File: config.mk
export PLATFORM = sky130hd
export DESIGN_NAME = eda_neigh_fifo
export DESIGN_NICKNAME = d
export VERILOG_FILES = /design/src/rtl/eda_neigh_fifo_pkg.sv /design/src/rtl/eda_prio_enc.sv /design/src/rtl/eda_neigh_fifo.sv
export SDC_FILE = /design/constraint.sdc
export NUM_CORES = 1
export LEC_CHECK = 0
export BUFFER_PORTS_ARGS = -buffer_cell sky130_fd_sc_hd__buf_4
export CAP_MARGIN = 0
export CORE_ASPECT_RATIO = 0.75
export CORE_MARGIN = 2
export CORE_UTILIZATION = 45
export CTS_BUF_LIST = sky130_fd_sc_hd__clkbuf_16
export DETAILED_ROUTE_END_ITERATION = 16
export PLACE_DENSITY = 0.71
export SETUP_SLACK_MARGIN = 0.5
export SLEW_MARGIN = 5
export SYNTH_ARGS = -nofsm -noshare
export SYNTH_HDL_FRONTEND = slang
export SYNTH_SLANG_ARGS = --single-unit
File: constraint.sdc
create_clock -name clk -period 13.4 [get_ports clk]
set_input_delay 0.67 -clock clk [delete_from_list [all_inputs] [get_ports clk]]
set_output_delay 0.67 -clock clk [all_outputs]
set_load 0.005 [all_outputs]
File: src/rtl/eda_neigh_fifo_pkg.sv
// eda_pkg: shared constants, window-offset tables and FSM state type for the neighbour FIFO
package eda_pkg;

    localparam int NEIGH_NUM = 8;

    localparam int DR [9] = '{-1, -1, -1, 0, 0, 0, 1, 1, 1};
    localparam int DC [9] = '{-1, 0, 1, -1, 0, 1, -1, 0, 1};

    typedef enum logic {IDLE, SER} state_t;

    // Mask bits skip the window centre (index 4)
    function automatic logic [3:0] pos_to_win(input logic [2:0] k);
        return (k < 3'd4) ? {1'b0, k} : {1'b0, k} + 4'd1;
    endfunction

endpackage

File: src/rtl/eda_prio_enc.sv
// eda_prio_enc: lowest-set-bit finder over the neighbour mask
module eda_prio_enc
    import eda_pkg::*;
(
    input  logic [NEIGH_NUM-1:0] mask,
    output logic [2:0]           idx,
    output logic                 found
);

    always_comb begin
        idx = '0;
        for (int i = NEIGH_NUM - 1; i >= 0; i--)
            if (mask[i]) idx = 3'(i);
    end

    assign found = |mask;

endmodule

File: src/rtl/eda_neigh_fifo.sv
// eda_neigh_fifo: serialises a neighbour mask into absolute pixel addresses in a circular work queue.
// Define EDA_NEIGH_FIFO_HWM_EN to add the hwm (occupancy high-water mark) output.
module eda_neigh_fifo
    import eda_pkg::*;
#(
    parameter int M          = 16,
    parameter int N          = 16,
    parameter int ADDR_WIDTH = $clog2(M * N),
    parameter int DEPTH      = 16,
    parameter int CNT_WIDTH  = $clog2(DEPTH) + 1
) (
    input  logic                  clk,
    input  logic                  reset_n,
    input  logic                  flush,
    input  logic                  push_valid,
    output logic                  push_ready,
    input  logic [7:0]            push_positions,
    input  logic [ADDR_WIDTH-1:0] center_addr,
    input  logic                  pop,
    output logic [ADDR_WIDTH-1:0] pop_addr,
    output logic                  empty,
    output logic                  full,
    output logic [CNT_WIDTH-1:0]  count,
`ifdef EDA_NEIGH_FIFO_HWM_EN
    output logic [CNT_WIDTH-1:0]  hwm,
`endif
    output logic                  busy
);

    localparam int PW = $clog2(DEPTH);

    state_t                state, state_nxt;
    logic [7:0]            mask_q, mask_nxt;
    logic [ADDR_WIDTH-1:0] center_q, wr_addr;
    logic [ADDR_WIDTH-1:0] mem [DEPTH];
    logic [PW-1:0]         wr_ptr, rd_ptr;
    logic [CNT_WIDTH-1:0]  count_nxt;
    logic [2:0]            idx;
    logic [3:0]            win;
    logic                  found, pop_ok, wr_en, accept;

    eda_prio_enc u_enc (
        .mask  (mask_q),
        .idx   (idx),
        .found (found)
    );

    assign push_ready = (state == IDLE);
    assign busy       = (state == SER);
    assign empty      = (count == '0);
    assign full       = (count == CNT_WIDTH'(DEPTH));
    assign pop_addr   = empty ? '0 : mem[rd_ptr];
    assign accept     = push_valid && push_ready;
    assign pop_ok     = pop && !empty;
    // A full queue still takes a write when the head leaves in the same cycle
    assign wr_en      = busy && found && (!full || pop_ok) && !flush;
    assign win        = pos_to_win(idx);
    assign wr_addr    = center_q + ADDR_WIDTH'(DR[win] * N + DC[win]);
    assign mask_nxt   = mask_q & ~(8'd1 << idx);
    assign count_nxt  = flush ? '0 : count + CNT_WIDTH'(wr_en) - CNT_WIDTH'(pop_ok);

    always_comb begin
        state_nxt = state;
        if (flush)
            state_nxt = IDLE;
        else if (accept && |push_positions)
            state_nxt = SER;
        else if (wr_en && mask_nxt == '0)
            state_nxt = IDLE;
    end

    always_ff @(posedge clk or negedge reset_n) begin
        if (!reset_n) begin
            state    <= IDLE;
            mask_q   <= '0;
            center_q <= '0;
            wr_ptr   <= '0;
            rd_ptr   <= '0;
            count    <= '0;
        end else begin
            state <= state_nxt;
            count <= count_nxt;
            if (flush) begin
                mask_q   <= '0;
                center_q <= '0;
                wr_ptr   <= '0;
                rd_ptr   <= '0;
            end else begin
                if (accept) begin
                    mask_q   <= push_positions;
                    center_q <= center_addr;
                end else if (wr_en) begin
                    mask_q <= mask_nxt;
                end
                if (wr_en) wr_ptr <= wr_ptr + PW'(1);
                if (pop_ok) rd_ptr <= rd_ptr + PW'(1);
            end
        end
    end

    always_ff @(posedge clk)
        if (wr_en) mem[wr_ptr] <= wr_addr;

`ifdef EDA_NEIGH_FIFO_HWM_EN
    always_ff @(posedge clk or negedge reset_n) begin
        if (!reset_n)
            hwm <= '0;
        else if (flush)
            hwm <= '0;
        else if (count_nxt > hwm)
            hwm <= count_nxt;
    end
`endif

endmodule
==> results of run 1 <==
-- state kept, by name, summed over array words and instances (netlist names) --
| name | flops |
|---|---|
| mem | 128 |
| center_q | 8 |
| mask_q | 8 |
| count | 5 |
| rd_ptr | 4 |
| wr_ptr | 4 |
| busy | 1 |
-- area by class of cell --
cell class | count | area (um2) | share of cell area [%]
multi-input cells | 272 | 2610 | 30.9
repair buffers | 43 | 323 | 3.83
clock buffers | 17 | 425 | 5.04
clock inverters | 15 | 163 | 1.93
inverters | 17 | 63.8 | 0.756
well taps | 210 | 263 | 3.11
flip-flops and latches | 158 | 4600 | 54.5
-- through the flow --
step	utilization, %	area (um2)	total power, mW
after global routing	52.7	8440	1.95
after floorplan	-	7340	1.19
after detailed placement	49.0	7850	1.39
final	52.7	8440	1.86
after CTS	52.7	8440	1.87
after global placement	49.0	7850	1.35
-- layer usage --
layer	global-route usage, %	wire, um	vias to the layer above
li1	-	-	1885
met1	27.9	6990	2134
met2	30.8	7350	184
met3	4.98	1090	20
met4	4.63	201	0
met5	0	0	-
-- power by group through the flow --
| stage | Combinational (mW) | Sequential (mW) | Clock [mW] |
|---|---|---|---|
| floorplan | 0.429 | 0.761 | 0 |
| global placement | 0.566 | 0.784 | 0 |
| detailed placement | 0.600 | 0.788 | 0 |
| CTS | 0.604 | 0.777 | 0.485 |
| global route | 0.668 | 0.783 | 0.504 |
| finish | 0.602 | 0.776 | 0.479 |
-- path summary, 6_finish.rpt --
check                          startpoint          end  slack, ps  depth (start not counted)
max                             mask_q[7]    mem[9][7]       8630                         16
min                               reset_n    wr_ptr[0]        170                          1
max reg2reg                     mask_q[7]    mem[9][7]       8630                         16
min reg2reg                   center_q[2]  center_q[2]        540                          2
max in group asynchronous         reset_n    rd_ptr[0]      12900                          1
min in group clk           center_addr[7]  center_q[7]        480                          3
-- worst register-to-register path, delay by kind of cell (launching register included) --
family          cells  cell delay, ps
fa+ha+maj           4            1510
xor+xnor            1             550
flops               1             420
compound gates      8            1650
simple gates        2             210
buf+inv             1              90
-- placed cells by master, fill, tap and decap left out, types with 2 or more instances in the layout --
master      instances
a211oi_1            2
a21o_1              5
a21oi_1            31
a21oi_4             2
a31oi_1             2
and2_1             10
and3_1              3
buf_4              43
clkbuf_16          17
clkinv_8            2
clkinvlp_4          3
dfrtp_1            29
edfxtp_1          128
fa_1                2
ha_1               28
inv_1              17
inv_6               2
inv_8               8
mux4_2             40
nand2_1            33
nand2b_1            4
nand3_1             2
nor2_1             25
nor2b_1            13
nor3_1              2
nor4_1              2
nor4b_2             4
o211ai_1            2
o21a_1              3
o21ai_0             6
o21ai_1             2
o21bai_1            4
or3_1               2
xnor2_1             8
xor2_1              9
-- logic make-up (layout without fill, tap and decap cells) --
| group | after synthesis | after routing | synth area share (%) |
|---|---|---|---|
| multiplexers | 41 | 41 | 12.4 |
| flip-flops | 158 | 158 | 62.6 |
| XOR/XNOR | 18 | 18 | 2.33 |
| buffers and inverters | 38 | 92 | 2.21 |
| AND/OR/NAND/NOR | 112 | 112 | 8.54 |
| AO/OA/AOI/OAI | 71 | 71 | 6.64 |
| adder cells (fa/ha/maj) | 30 | 30 | 5.32 |
-- cell usage after synthesis, types with 9 or more instances --
cell,n
mux4_2,40
xor2_1,9
ha_1,28
and2_1,10
dfrtp_1,30
nand2_1,33
a21oi_1,31
edfxtp_1,128
nor2b_1,13
clkbuf_1,13
inv_1,17
nor2_1,25
==> impl_results.md, run 1 <==
* LEAKAGE at 3.03 nW
* Worst Tran Pin Value at 1170 ps
* Internal power at 1.24 mW
* CTS Buf Count at 17
* Total grt overflow at 0
* Hold/Removal Path Class: in -> async
* # IOs at 38
* Area delta synth->final at 14.9%
* Crit start category: register
* Clk pwr share at 25.8%
* Final Critical Period at 4770 ps
* Slew HR at 21.6%
* Final hold viol count at 0
* Hold-fix buffer count after cts at 0
* Syn nets at 519
* Sequential share of the synthesized area at 62.6%
* Pwr dens at 220 nW/um2
* Final slew viol count at 0
* Synth area leader: edfxtp_1
* Top cell family by delay on the critical path: compound AO/OA/AOI/OAI gates
* Fin Setup TNS at 0 ps
* Fmax at 209 MHz
* Clock buffer depth at 2
* CORE AREA at 16,000 um2
* H-tree depth at 4
* Worst-path cell chain: nor2b_1 -> o21bai_1 -> a21oi_1 -> o21bai_1 -> inv_1 -> ha_1 -> nor2_1 -> a21o_1 -> ha_1 -> a21oi_1 -> ha_1 -> fa_1 -> a211oi_1 -> o21bai_1 -> a21oi_1 -> xnor3_1
* Switch share at 33.2%
* Clk pin slew, worst setup/hold paths at 70 ps
* RePlAce Congestion at 0.832
* Clk_skew at 14.1 ps
* Worst Path Arrival at 4860 ps
* Layout net count at 560
* Vias in the first global route at 4,221
* Root Buffer: clkbuf_16
* Fill count at 1,279
* Max Fanout on Critical Path at 16
* Final period utilization at 35.6%
* Largest net degree at the start of global routing at 40
* First-pass GRT wire length at 24.4 mm
* Critical path class: reg -> reg
* Initial antenna violation count at 0
* HPWL Detailed at 10.1 mm
* Post-CTS Setup Inserts at 0
* CP max stage delay at 550 ps
* Setup violations, final at 0
* Worst Setup End Kind: register
* Net switching power at 618 uW
* Critical-path top delay cell: xnor3_1
* Row count at 40
* First-pass detailed-route iteration total at 5
* Die X-Extent at 152 um
* RSZ-0062 raised after global routing: no
* Share of the synthesized area in the top cell type at 52.3%
* Synthesis-stage register bit count at 158
* Die Y at 115 um
* Non-Filler Instances at 732
* Worst vdd ir at 0.112 mV
* # port buffers at 37
* PnR worst setup slack at 8630 ps
* Vias per inst at 5.77
* Status: finished clean
* Share of post-route cells with drive strength above 1 at 25.5%
* Total die area at 17,400 um2
* Total global routing track utilization at 19.6%
* 1st-iter DRT viols at 429
* Mapped cell area at 7340 um2
* Initial Util at 45.9%
* Post-synth top flop: edfxtp_1
* Routed vias at 4,223
* Pre-CTS setup slack at 8710 ps
* Mapped Cells at 468
* DP Cell Count at 700
* Syn_area_per_cell at 15.7 um2
* Asr flop ratio synth at 19.0%
* Worst path bufs/invs at 1
* Unique cell type count in the Yosys netlist at 60
* EDFF count, synth at 128
* Ant. Diodes at 0
* CTS tree: done
* Top cells by area, synth: edfxtp_1 52%, mux4_2 12%, dfrtp_1 10%
* Number of remaining DRC errors at 0
* YS warnings at 0
* # resized after CTS at 0
* Worst skew pair latency at 430 ps
* Share of total power in sequential cells at 41.8%
* WL/cell at 21.4 um
* Max-cap viol count at 0
* Worst hold margin at 166 ps
* Clock sink total at 158
* Comb power frac at 32.4%
* Worst endpoint required time at 13,490 ps
* Final wirelength at 15.6 mm
* DRT antenna net count at 0
Note: power is estimated with default switching activity, not from simulation.
==> run 2, diff against run 1 <==
==> constraint.sdc (replaced) <==
create_clock -name clk -period 4.6 [get_ports clk]
set_input_delay 0.23 -clock clk [delete_from_list [all_inputs] [get_ports clk]]
set_output_delay 0.23 -clock clk [all_outputs]
set_load 0.005 [all_outputs]
==> run 2 against run 1 <==
- clock skew shrank 3.9 ps
- non-clock buffer count rose by 8
- highest routed layer unchanged
- maximum frequency grew 15%
- largest cell class unchanged
- critical endpoint is now mem[14][7]
- critical path type unchanged
- combinational power grew to 3.6 times the previous value
==> impl_results.md, run 2 (synthesis results as in run 1) <==
* Critical path class: reg -> reg (unchanged)
* Placed Instance Area at 7860 um2 (was 7850 um2)
* CTS tree: done (unchanged)
* Fmax at 241 MHz (was 209 MHz)
* Largest Register: mem (unchanged)
* Clk pin slew, worst setup/hold paths at 70 ps (about the same)
* H-tree depth at 4 (unchanged)
* CORE AREA at 16,000 um2 (unchanged)
* LEAKAGE at 3.12 nW (was 3.03 nW)
* Final Cell Area at 8720 um2 (was 8440 um2)
* Leading cell type in the layout, fill and taps excluded: edfxtp_1 (unchanged)
* Share of post-route cells with drive strength above 1 at 30.9% (was 25.5%)
* Slew HR at 17.8% (was 21.6%)
* Clk_skew at 10.2 ps (was 14.1 ps)
* Max-cap viol count at 0 (unchanged)
* Root Buffer: clkbuf_16 (unchanged)
* Worst-path cell chain: buf_4 -> or4_4 -> nand2_8 -> nor2_2 -> a21o_4 -> ha_4 -> a21oi_4 -> a21oi_4 -> xor2_2 -> ha_4 -> fa_2 -> a211oi_2 -> o21bai_1 -> a21oi_2 -> xnor3_2 (was nor2b_1 -> o21bai_1 -> a21oi_1 -> o21bai_1 -> inv_1 -> ha_1 -> nor2_1 -> a21o_1 -> ha_1 -> a21oi_1 -> ha_1 -> fa_1 -> a211oi_1 -> o21bai_1 -> a21oi_1 -> xnor3_1)
* Final hold viol count at 0 (unchanged)
* Initial antenna violation count at 0 (unchanged)
* First-pass GRT wire length at 24.4 mm (about the same)
* Top cell family by delay on the critical path: compound AO/OA/AOI/OAI gates (unchanged)
* Clock sink total at 158 (unchanged)
* Clock buffer depth at 2 (unchanged)
* Fin Setup TNS at 0 ps (unchanged)
* # IOs at 38 (unchanged)
* Die Y at 115 um (unchanged)
* Comb power frac at 36.8% (was 32.4%)
* Setup violations, final at 0 (unchanged)
* HPWL Detailed at 9.79 mm (was 10.1 mm)
* Final wirelength at 15.7 mm (was 15.6 mm)
* Worst endpoint required time at 4740 ps (was 13,490 ps)
* Net switching power at 1.91 mW (was 618 uW)
* CTS Buf Count at 17 (unchanged)
* Initial Util at 45.9% (unchanged)
* Clk pwr share at 24.5% (was 25.8%)
* WL/cell at 21.2 um (was 21.4 um)
* Crit start category: register (unchanged)
* Final slew viol count at 0 (unchanged)
* Layout net count at 569 (was 560)
* Routed vias at 4,186 (was 4,223)
* Die X-Extent at 152 um (unchanged)
* Pwr dens at 668 nW/um2 (was 220 nW/um2)
* Worst path bufs/invs at 1 (unchanged)
* Vias in the first global route at 4,226 (was 4,221)
* 1st-iter DRT viols at 381 (was 429)
* # port buffers at 37 (unchanged)
* Internal power at 3.92 mW (was 1.24 mW)
* DRT antenna net count at 0 (unchanged)
* Total grt overflow at 0 (unchanged)
* Final period utilization at 90.2% (was 35.6%)
* Worst vdd ir at 0.442 mV (was 0.112 mV)
* Max FFs per register at 128 (unchanged)
* Fill count at 1,265 (was 1,279)
* Vias per inst at 5.65 (was 5.77)
* Share of total power in sequential cells at 38.6% (was 41.8%)
* Top Registers: mem x128, center_q x8, mask_q x8 (unchanged)
* Status: finished clean (unchanged)
* Hold/Removal Path Class: in -> reg (was in -> async)
* Area delta synth->final at 18.8% (was 14.9%)
* Total global routing track utilization at 19.7% (was 19.6%)
* First-pass detailed-route iteration total at 5 (unchanged)
* Final Critical Period at 4150 ps (was 4770 ps)
* Total die area at 17,400 um2 (unchanged)
* Worst Tran Pin Value at 1230 ps (was 1170 ps)
* RSZ-0062 raised after global routing: yes (was no)
* Largest net degree at the start of global routing at 40 (unchanged)
* Final Total Pwr at 5.83 mW (was 1.86 mW)
* Worst Setup End Kind: register (unchanged)
* Critical-path top delay cell: or4_4 (was xnor3_1)
* Utilization after layout at 54.5% (was 52.7%)
* Ant. Diodes at 0 (unchanged)
* Max Fanout on Critical Path at 10 (was 16)
* CP max stage delay at 600 ps (was 550 ps)
* Row count at 40 (unchanged)
* Worst Path Arrival at 4290 ps (was 4860 ps)
* Worst skew pair latency at 430 ps (about the same)
* Switch share at 32.8% (was 33.2%)
* Most frequent cells in the layout: 128 x edfxtp_1, 49 x buf_4, 40 x mux4_2 (was 128 x edfxtp_1, 43 x buf_4, 40 x mux4_2)
* Worst hold margin at 44.3 ps (was 166 ps)
* RePlAce Congestion at 0.820 (was 0.832)
* Number of remaining DRC errors at 0 (unchanged)
## run 2: changes by cell type in the layout (fill, tap and decap cells not counted), sizes merged
| cell | before | now |
|---|---|---|
| buf | 43 | 50 |
| clkinv | 2 | 5 |
| clkinvlp | 3 | 0 |
| bufinv | 0 | 1 |
| dlygate4sd3 | 0 | 1 |
| inv | 27 | 26 |
| xnor3 | 1 | 2 |
## run 2: power by group through the flow
stage | clock network [mW] | logic [mW] | registers (mW)
6_report | 1.43 | 2.15 | 2.25
4_1_cts | 1.44 | 1.89 | 2.26
3_3_place_gp | 0 | 1.65 | 2.29
3_5_place_dp | 0 | 1.74 | 2.30
2_1_floorplan | 0 | 1.26 | 2.21
5_1_grt | 1.52 | 2.34 | 2.27
## run 2: final cells by class
cell class | instances | area (um2) | area share, %
clock buffer | 17 | 425 | 4.88
clock inverter | 15 | 188 | 2.15
timing repair buffer | 51 | 398 | 4.56
inverter | 17 | 63.8 | 0.731
multi-input combinational | 273 | 2790 | 32.0
tap | 210 | 263 | 3.01
sequential | 158 | 4600 | 52.7
## run 2: metrics by stage
stage / worst slack (ps) / cells
3_3_place_gp: 364 / 700
6_report: 450 / 741
5_1_grt: 315 / 741
2_1_floorplan: 541 / 468
3_5_place_dp: 142 / 700
4_1_cts: 496 / 735
## run 2: tightest hold or removal path, stage by stage
cell and delay [ps]:
buf_4 110, nand2_1 50, a21oi_1 50
## run 2: worst paths after layout
kind	from	to	slack, ps	cells after the start
max	mask_q[7]	mem[14][7]	450	15
min	center_addr[1]	center_q[1]	40	3
max reg2reg	mask_q[7]	mem[14][7]	450	15
min reg2reg	center_q[4]	center_q[4]	530	2
max in group asynchronous	reset_n	rd_ptr[0]	4020	2
min in group asynchronous	reset_n	count[0]	270	2
## run 2: routing by layer
| layer | GRT usage (%) | vias to the layer above | wire length (um) |
|---|---|---|---|
| met3 | 4.58 | 25 | 1190 |
| li1 | - | 1908 | - |
| met1 | 28.6 | 2077 | 6910 |
| met4 | 7.28 | 0 | 353 |
| met5 | 0 | - | 0 |
| met2 | 29.3 | 176 | 7250 |
## run 2: timing repair
| action | 4_1_cts | 5_1_grt |
|---|---|---|
| hold buffers | 1 | 0 |
| setup buffers | 1 | 6 |
| pin swaps | 2 | 20 |
| endpoints found under the hold margin | 30 | 0 |
| setup endpoints to repair | 80 | 80 |
| resized for setup | 8 | 20 |
| gates cloned | 1 | 0 |
